**config.mk**
```make
export PLATFORM = sky130hd
export DESIGN_NAME = icache_param
export DESIGN_NICKNAME = d
export VERILOG_FILES = /design/src/rtl/icache_param.sv
export SDC_FILE = /design/constraint.sdc
export NUM_CORES = 1
export LEC_CHECK = 0
export CELL_PAD_IN_SITES_DETAIL_PLACEMENT = 1
export CELL_PAD_IN_SITES_GLOBAL_PLACEMENT = 1
export CORE_MARGIN = 2
export CORE_UTILIZATION = 40
export CTS_BUF_LIST = sky130_fd_sc_hd__clkbuf_16
export DETAILED_ROUTE_END_ITERATION = 12
export MAX_ROUTING_LAYER = met4
export PLACE_DENSITY_LB_ADDON = 0.1
export SKIP_CTS_REPAIR_TIMING = 1
export SLEW_MARGIN = 25
export SYNTH_ARGS = -nofsm -noshare
export SYNTH_HDL_FRONTEND = slang
export SYNTH_SLANG_ARGS = --single-unit
```
**constraint.sdc**
```tcl
create_clock -name CLK -period 4.93 [get_ports CLK]
set_input_delay 0.986 -clock CLK [delete_from_list [all_inputs] [get_ports CLK]]
set_output_delay 0.986 -clock CLK [all_outputs]
set_load 0.01 [all_outputs]
```
**src/rtl/icache_param.sv**
```systemverilog
// icache_param: read-only instruction cache with configurable sets, 1/2-way LRU,
// multi-word block fills, whole-cache invalidate and saturating hit/miss counters.
module icache_param #(
   parameter int unsigned SETS        = 8,
   parameter int unsigned WAYS        = 1,
   parameter int unsigned BLOCK_WORDS = 2,
   parameter int unsigned CNT_W       = 32
) (
   input  logic             CLK,
   input  logic             nRST,
   input  logic             imemREN,
   input  logic [31:0]      imemaddr,
   output logic             ihit,
   output logic [31:0]      imemload,
   input  logic             invalidate,
   output logic             iREN,
   output logic [31:0]      iaddr,
   input  logic             iwait,
   input  logic [31:0]      iload,
   output logic [CNT_W-1:0] hit_count,
   output logic [CNT_W-1:0] miss_count
);
   localparam int unsigned WO_W    = $clog2(BLOCK_WORDS);
   localparam int unsigned WC_W    = (WO_W == 0) ? 1 : WO_W;
   localparam int unsigned IDX_W   = $clog2(SETS);
   localparam int unsigned TAG_W   = 32 - 2 - WO_W - IDX_W;
   localparam int unsigned IDX_LSB = 2 + WO_W;
   localparam int unsigned TAG_LSB = 2 + WO_W + IDX_W;

   typedef enum logic [0:0] {IDLE, FILL} state_e;

   // Line storage; only the valid and LRU bits need reset.
   logic [31:0]      data_q  [WAYS][SETS][BLOCK_WORDS];
   logic [TAG_W-1:0] tag_q   [WAYS][SETS];
   logic [SETS-1:0]  valid_q [WAYS];
   logic [SETS-1:0]  valid_d [WAYS];
   logic [SETS-1:0]  lru_q, lru_d;

   state_e           state_q, state_d;
   logic [WC_W-1:0]  wc_q, wc_d;
   logic [TAG_W-1:0] ftag_q, ftag_d;
   logic [IDX_W-1:0] fidx_q, fidx_d;
   logic             fway_q, fway_d;
   logic             inv_q, inv_d;
   logic [CNT_W-1:0] hit_q, hit_d, miss_q, miss_d;
   logic             word_we, line_we;

   logic [WC_W-1:0]  req_wo;
   logic [IDX_W-1:0] req_idx;
   logic [TAG_W-1:0] req_tag;
   logic [WAYS-1:0]  way_hit;
   logic             match;
   logic             hit_way;
   logic [31:0]      hit_word;
   logic             victim;
   logic             inv_pend;
   logic             last_word;

   assign req_wo    = WC_W'((imemaddr >> 2) & 32'(BLOCK_WORDS - 1));
   assign req_idx   = IDX_W'(imemaddr >> IDX_LSB);
   assign req_tag   = TAG_W'(imemaddr >> TAG_LSB);
   assign inv_pend  = inv_q | invalidate;
   assign last_word = (wc_q == WC_W'(BLOCK_WORDS - 1));
   assign match     = |way_hit;

   // Tag compare across ways and selection of the matching word.
   always_comb begin
      way_hit  = '0;
      hit_way  = 1'b0;
      hit_word = '0;
      for (int w = 0; w < int'(WAYS); w++) begin
         way_hit[w] = valid_q[w][req_idx] && (tag_q[w][req_idx] == req_tag);
         if (way_hit[w]) begin
            hit_way  = 1'(w);
            hit_word = data_q[w][req_idx][req_wo];
         end
      end
   end

   // Victim: lowest-numbered invalid way, otherwise the LRU way.
   always_comb begin
      victim = (WAYS == 2) ? lru_q[req_idx] : 1'b0;
      for (int w = int'(WAYS) - 1; w >= 0; w--) begin
         if (!valid_q[w][req_idx]) victim = 1'(w);
      end
   end

   // Next-state, control strobes and fetch/memory-side outputs.
   always_comb begin
      state_d = state_q;
      wc_d    = wc_q;
      ftag_d  = ftag_q;
      fidx_d  = fidx_q;
      fway_d  = fway_q;
      inv_d   = inv_pend;
      valid_d = valid_q;
      lru_d   = lru_q;
      hit_d   = hit_q;
      miss_d  = miss_q;
      word_we = 1'b0;
      line_we = 1'b0;
      ihit    = 1'b0;
      iREN    = 1'b0;
      iaddr   = '0;
      unique case (state_q)
         IDLE: begin
            if (inv_pend) begin
               for (int w = 0; w < int'(WAYS); w++) valid_d[w] = '0;
               lru_d = '0;
               inv_d = 1'b0;
            end else if (imemREN) begin
               if (match) begin
                  ihit = 1'b1;
                  if (WAYS == 2) lru_d[req_idx] = ~hit_way;
                  if (~&hit_q) hit_d = hit_q + CNT_W'(1);
               end else begin
                  state_d = FILL;
                  wc_d    = '0;
                  ftag_d  = req_tag;
                  fidx_d  = req_idx;
                  fway_d  = victim;
                  if (~&miss_q) miss_d = miss_q + CNT_W'(1);
               end
            end
         end
         FILL: begin
            iREN  = 1'b1;
            iaddr = (32'(ftag_q) << TAG_LSB) | (32'(fidx_q) << IDX_LSB) | (32'(wc_q) << 2);
            if (!iwait) begin
               word_we = 1'b1;
               wc_d    = wc_q + WC_W'(1);
               if (last_word) begin
                  line_we = 1'b1;
                  state_d = IDLE;
                  wc_d    = '0;
                  for (int w = 0; w < int'(WAYS); w++) begin
                     if (1'(w) == fway_q) valid_d[w][fidx_q] = 1'b1;
                  end
                  if (WAYS == 2) lru_d[fidx_q] = ~fway_q;
               end
            end
         end
         default: state_d = IDLE;
      endcase
   end

   assign imemload   = ihit ? hit_word : 32'd0;
   assign hit_count  = hit_q;
   assign miss_count = miss_q;

   always_ff @(posedge CLK) begin
      if (!nRST) begin
         state_q <= IDLE;
         wc_q    <= '0;
         ftag_q  <= '0;
         fidx_q  <= '0;
         fway_q  <= 1'b0;
         inv_q   <= 1'b0;
         lru_q   <= '0;
         hit_q   <= '0;
         miss_q  <= '0;
         for (int w = 0; w < int'(WAYS); w++) valid_q[w] <= '0;
      end else begin
         state_q <= state_d;
         wc_q    <= wc_d;
         ftag_q  <= ftag_d;
         fidx_q  <= fidx_d;
         fway_q  <= fway_d;
         inv_q   <= inv_d;
         lru_q   <= lru_d;
         hit_q   <= hit_d;
         miss_q  <= miss_d;
         for (int w = 0; w < int'(WAYS); w++) valid_q[w] <= valid_d[w];
      end
   end

   always_ff @(posedge CLK) begin
      for (int w = 0; w < int'(WAYS); w++) begin
         if (word_we && (1'(w) == fway_q)) data_q[w][fidx_q][wc_q] <= iload;
         if (line_we && (1'(w) == fway_q)) tag_q[w][fidx_q]        <= ftag_q;
      end
   end
endmodule

```
==> impl_metrics.toml <==
[setup_path]
cp.required_ps = 3940
worstSetupStartpoint = "imemaddr[5]"
cp_top_family = "buffers and inverters"
r2r_cells = 13
crit_chain = "buf_4 > buf_12 > buf_12 > mux4_2 > mux2i_2 > xnor2_2 > a2111oi_2 > nand4_1 > buf_6 > or4_4 > buf_12 > clkbuf_16 > buf_6 > nor2b_1 > buf_4"
crit_cells = 15
worstPathArrival_ps = 4110
worstReg2RegEnd = "hit_count[20]$_SDFFE_PN0P_"
end_kind = "output port"
max_stage_delay_ps = 490
slowest_stage = "or4_4"
r2r_setup_slack_ps = 920
crit_top_cell = "buf_12"
endpoint = "imemload[1]"
cp-start-kind = "primary input"
r2r-start = "tag_q[0][44]$_DFFE_PP_"
crit_type = "primary input to output port"
cp_max_fo = 14
worst-path-buf-inv = 8

[hold_path]
worstHoldStart = "valid_q[0]$_SDFFE_PN0P_"
whs_path_depth = 2
hp-class = "flip-flop to flip-flop"

[drt]
post-route-drc-count = 0
vias = 18230
viasPerCell = 5.535
wl_per_cell_um = 26.16
drt-total-wl_um = 86180
ant_nets = 0
drt_iter0_drc = 1123
firstDrtPassIters = 4

[global_route]
gr-total-overflow = 0
grt_first_pass_wirelength_um = 126300
grt_max_degree = 101
grt_usage = 0.2058
antenna_found_initial = 4
first_global_vias = 19350

[floorplan]
start_util = 0.4036
die_w_um = 291.6
coreArea_um2 = 81980
die_area_um2 = 85030
fp-row-count = 105
die_y_um = 291.6
ioPinCount = 199

[logic_synthesis]
async_flop_share = 0
netlist_instances = 1845
ys_ff_latch = 824
synth-edff-count = 720
synth_ff_type = "edfxtp_1"
avgSynthCellArea_um2 = 17.93
synth.cell_area_um2 = 33090
ys_types = 64
ys_seq_area_frac = 0.7164
yosysWarningCount = 0

[final_layout]
drive_gt1_frac = 0.2368
fillers = 7641
final_common_cell = "edfxtp_1"
fin_nets = 2218
area_delta_synth_final_pct = 20.70
layout_common_cells = "720 x edfxtp_1, 184 x mux4_2, 156 x clkdlybuf4s50_1"

[timing]
min_period_ps = 5101
fin_worst_skew_ps = 30.43
fmax_mhz = 196.1
slew_violations = 0
slew_headroom = 0.2773
hold_violations = 0
whs_ps = 467.9
finalWorstSetupSlack_ps = -170.5
fin_crit_sh = 1.035
rsz0062_at_grt = "true"
setup_violations = 18
tightest_slew_ps = 1084

[pwr]
p_sw_w = 0.003181
clock_power_share = 0.428
peakVddDrop_mv = 0.2714
pwr_density_cell_nw_per_um2 = 367.3
power.leakage_nw = 13.16
combPwrFrac = 0.051
swShare = 0.2168
p_int_w = 0.01149
p_seq_frac = 0.522
p_total_w = 0.01467

[place]
gp_congestion = 0.7589
dp_slack_ps = -963.0
hpwl_um = 47480
port_buffers = 194

[clock_tree]
cts_buffers = 91
htree_levels = 3
clk_pin_slew_worst_paths_ps = 50
cts.sinks = 824
cts_root_buf = "clkbuf_16"
cts_buffer_depth = 3
clk_latency_ps = 650
cts_tree = "built"

[run_status]
status = "complete, but fails checks"
violations = "negative setup slack"

[run]
maxCapViolCount = 0
routing by layer:
metal  vias to the layer above  GRT usage  share of wire
li1                       8051          -              -
met1                      9709     0.2666           0.43
met2                       348     0.3405           0.51
met3                       123    0.03296          0.040
met4                         0    0.05218          0.023
met5                         -          -              0
power groups by stage:
stage | clock, W | combinational, W | sequential (W)
finish | 0.00628 | 0.000743 | 0.00765
global placement | 0 | 0.000709 | 0.00779
CTS | 0.00647 | 0.000725 | 0.00765
detailed placement | 0 | 0.000723 | 0.00780
global route | 0.00670 | 0.000802 | 0.00765
floorplan | 0 | 0.000417 | 0.00778
how the worst min path moves through the flow:
| stage | end |
|---|---|
| 6_report | valid_q[0]$_SDFFE_PN0P_ |
| 3_5_place_dp | valid_q[2]$_SDFFE_PN0P_ |
| 3_3_place_gp | valid_q[4]$_SDFFE_PN0P_ |
| 2_1_floorplan | valid_q[1]$_SDFFE_PN0P_ |
| 4_1_cts | valid_q[2]$_SDFFE_PN0P_ |
| 5_1_grt | valid_q[2]$_SDFFE_PN0P_ |
logic make-up (layout without fill, tap and decap cells):
| logic type | Yosys count | after routing | share of synthesized area |
|---|---|---|---|
| fa+ha+maj | 2 | 2 | 0.0007562 |
| flops | 824 | 824 | 0.7164 |
| compound gates | 158 | 158 | 0.03131 |
| buf+inv | 121 | 495 | 0.01717 |
| mux | 302 | 302 | 0.1615 |
| simple gates | 424 | 425 | 0.06928 |
| xor+xnor | 13 | 13 | 0.003441 |
| other cells | 1 | 5 | 0.0001133 |
registers in the layout, summed over array words and instances (netlist names):
register / flops
inv_q: 1
tag_q: 208
hit_count: 32
last_word: 1
data_q: 512
valid_q: 8
fidx_q: 3
state_q: 1
ftag_q: 26
miss_count: 32
area by class of cell:
type | instances | area [um^2] | area share
Antenna cell | 3 | 7.507 | 0.0001880
Clock buffer | 93 | 2327 | 0.05828
Clock inverter | 74 | 430.4 | 0.01078
Inverter | 12 | 45.04 | 0.001128
Multi-Input combinational cell | 902 | 9079 | 0.2273
Sequential cell | 824 | 23700 | 0.5935
Tap cell | 1070 | 1339 | 0.03352
Timing Repair Buffer | 316 | 3004 | 0.07523
through the flow:
step                area, um^2  utilization  cells  setup TNS, ps
CTS                      39590       0.4829   3267         -28760
global route             39930       0.4871   3294          -4287
global placement         36830       0.4493   3100         -29950
floorplan                33100            -   1846              0
finish                   39930       0.4871   3294          -1555
detailed placement       36830       0.4493   3100         -35650
cells in the mapped netlist, drive strengths merged (7+ instances only):
| master | number | share of area |
|---|---|---|
| and2 | 32 | 0.0061 |
| and3 | 14 | 0.0026 |
| nand3 | 39 | 0.0059 |
| nor2 | 48 | 0.0054 |
| mux2 | 12 | 0.0041 |
| nor4 | 13 | 0.0025 |
| nand4 | 20 | 0.0038 |
| buf | 42 | 0.0082 |
| mux2i | 106 | 0.032 |
| o21ai | 24 | 0.0036 |
| a22oi | 16 | 0.0036 |
| nor3 | 12 | 0.0018 |
| a21oi | 46 | 0.0070 |
| clkbuf | 67 | 0.0076 |
| o31ai | 30 | 0.0068 |
| dfxtp | 104 | 0.063 |
| xnor2 | 7 | 0.0019 |
| or3 | 19 | 0.0036 |
| or4 | 31 | 0.0071 |
| nor2b | 39 | 0.0074 |
| a22o | 8 | 0.0021 |
| inv | 12 | 0.0014 |
| nand2b | 21 | 0.0040 |
| mux4 | 184 | 0.13 |
| edfxtp | 720 | 0.65 |
| nand2 | 111 | 0.013 |
tightest hold or removal path, cell delays in order, from the launching register on:
cell	delay (ps)
dfxtp_1	320
a31oi_1	40
nor2_1	70
Note: power is estimated with default switching activity, not from simulation.
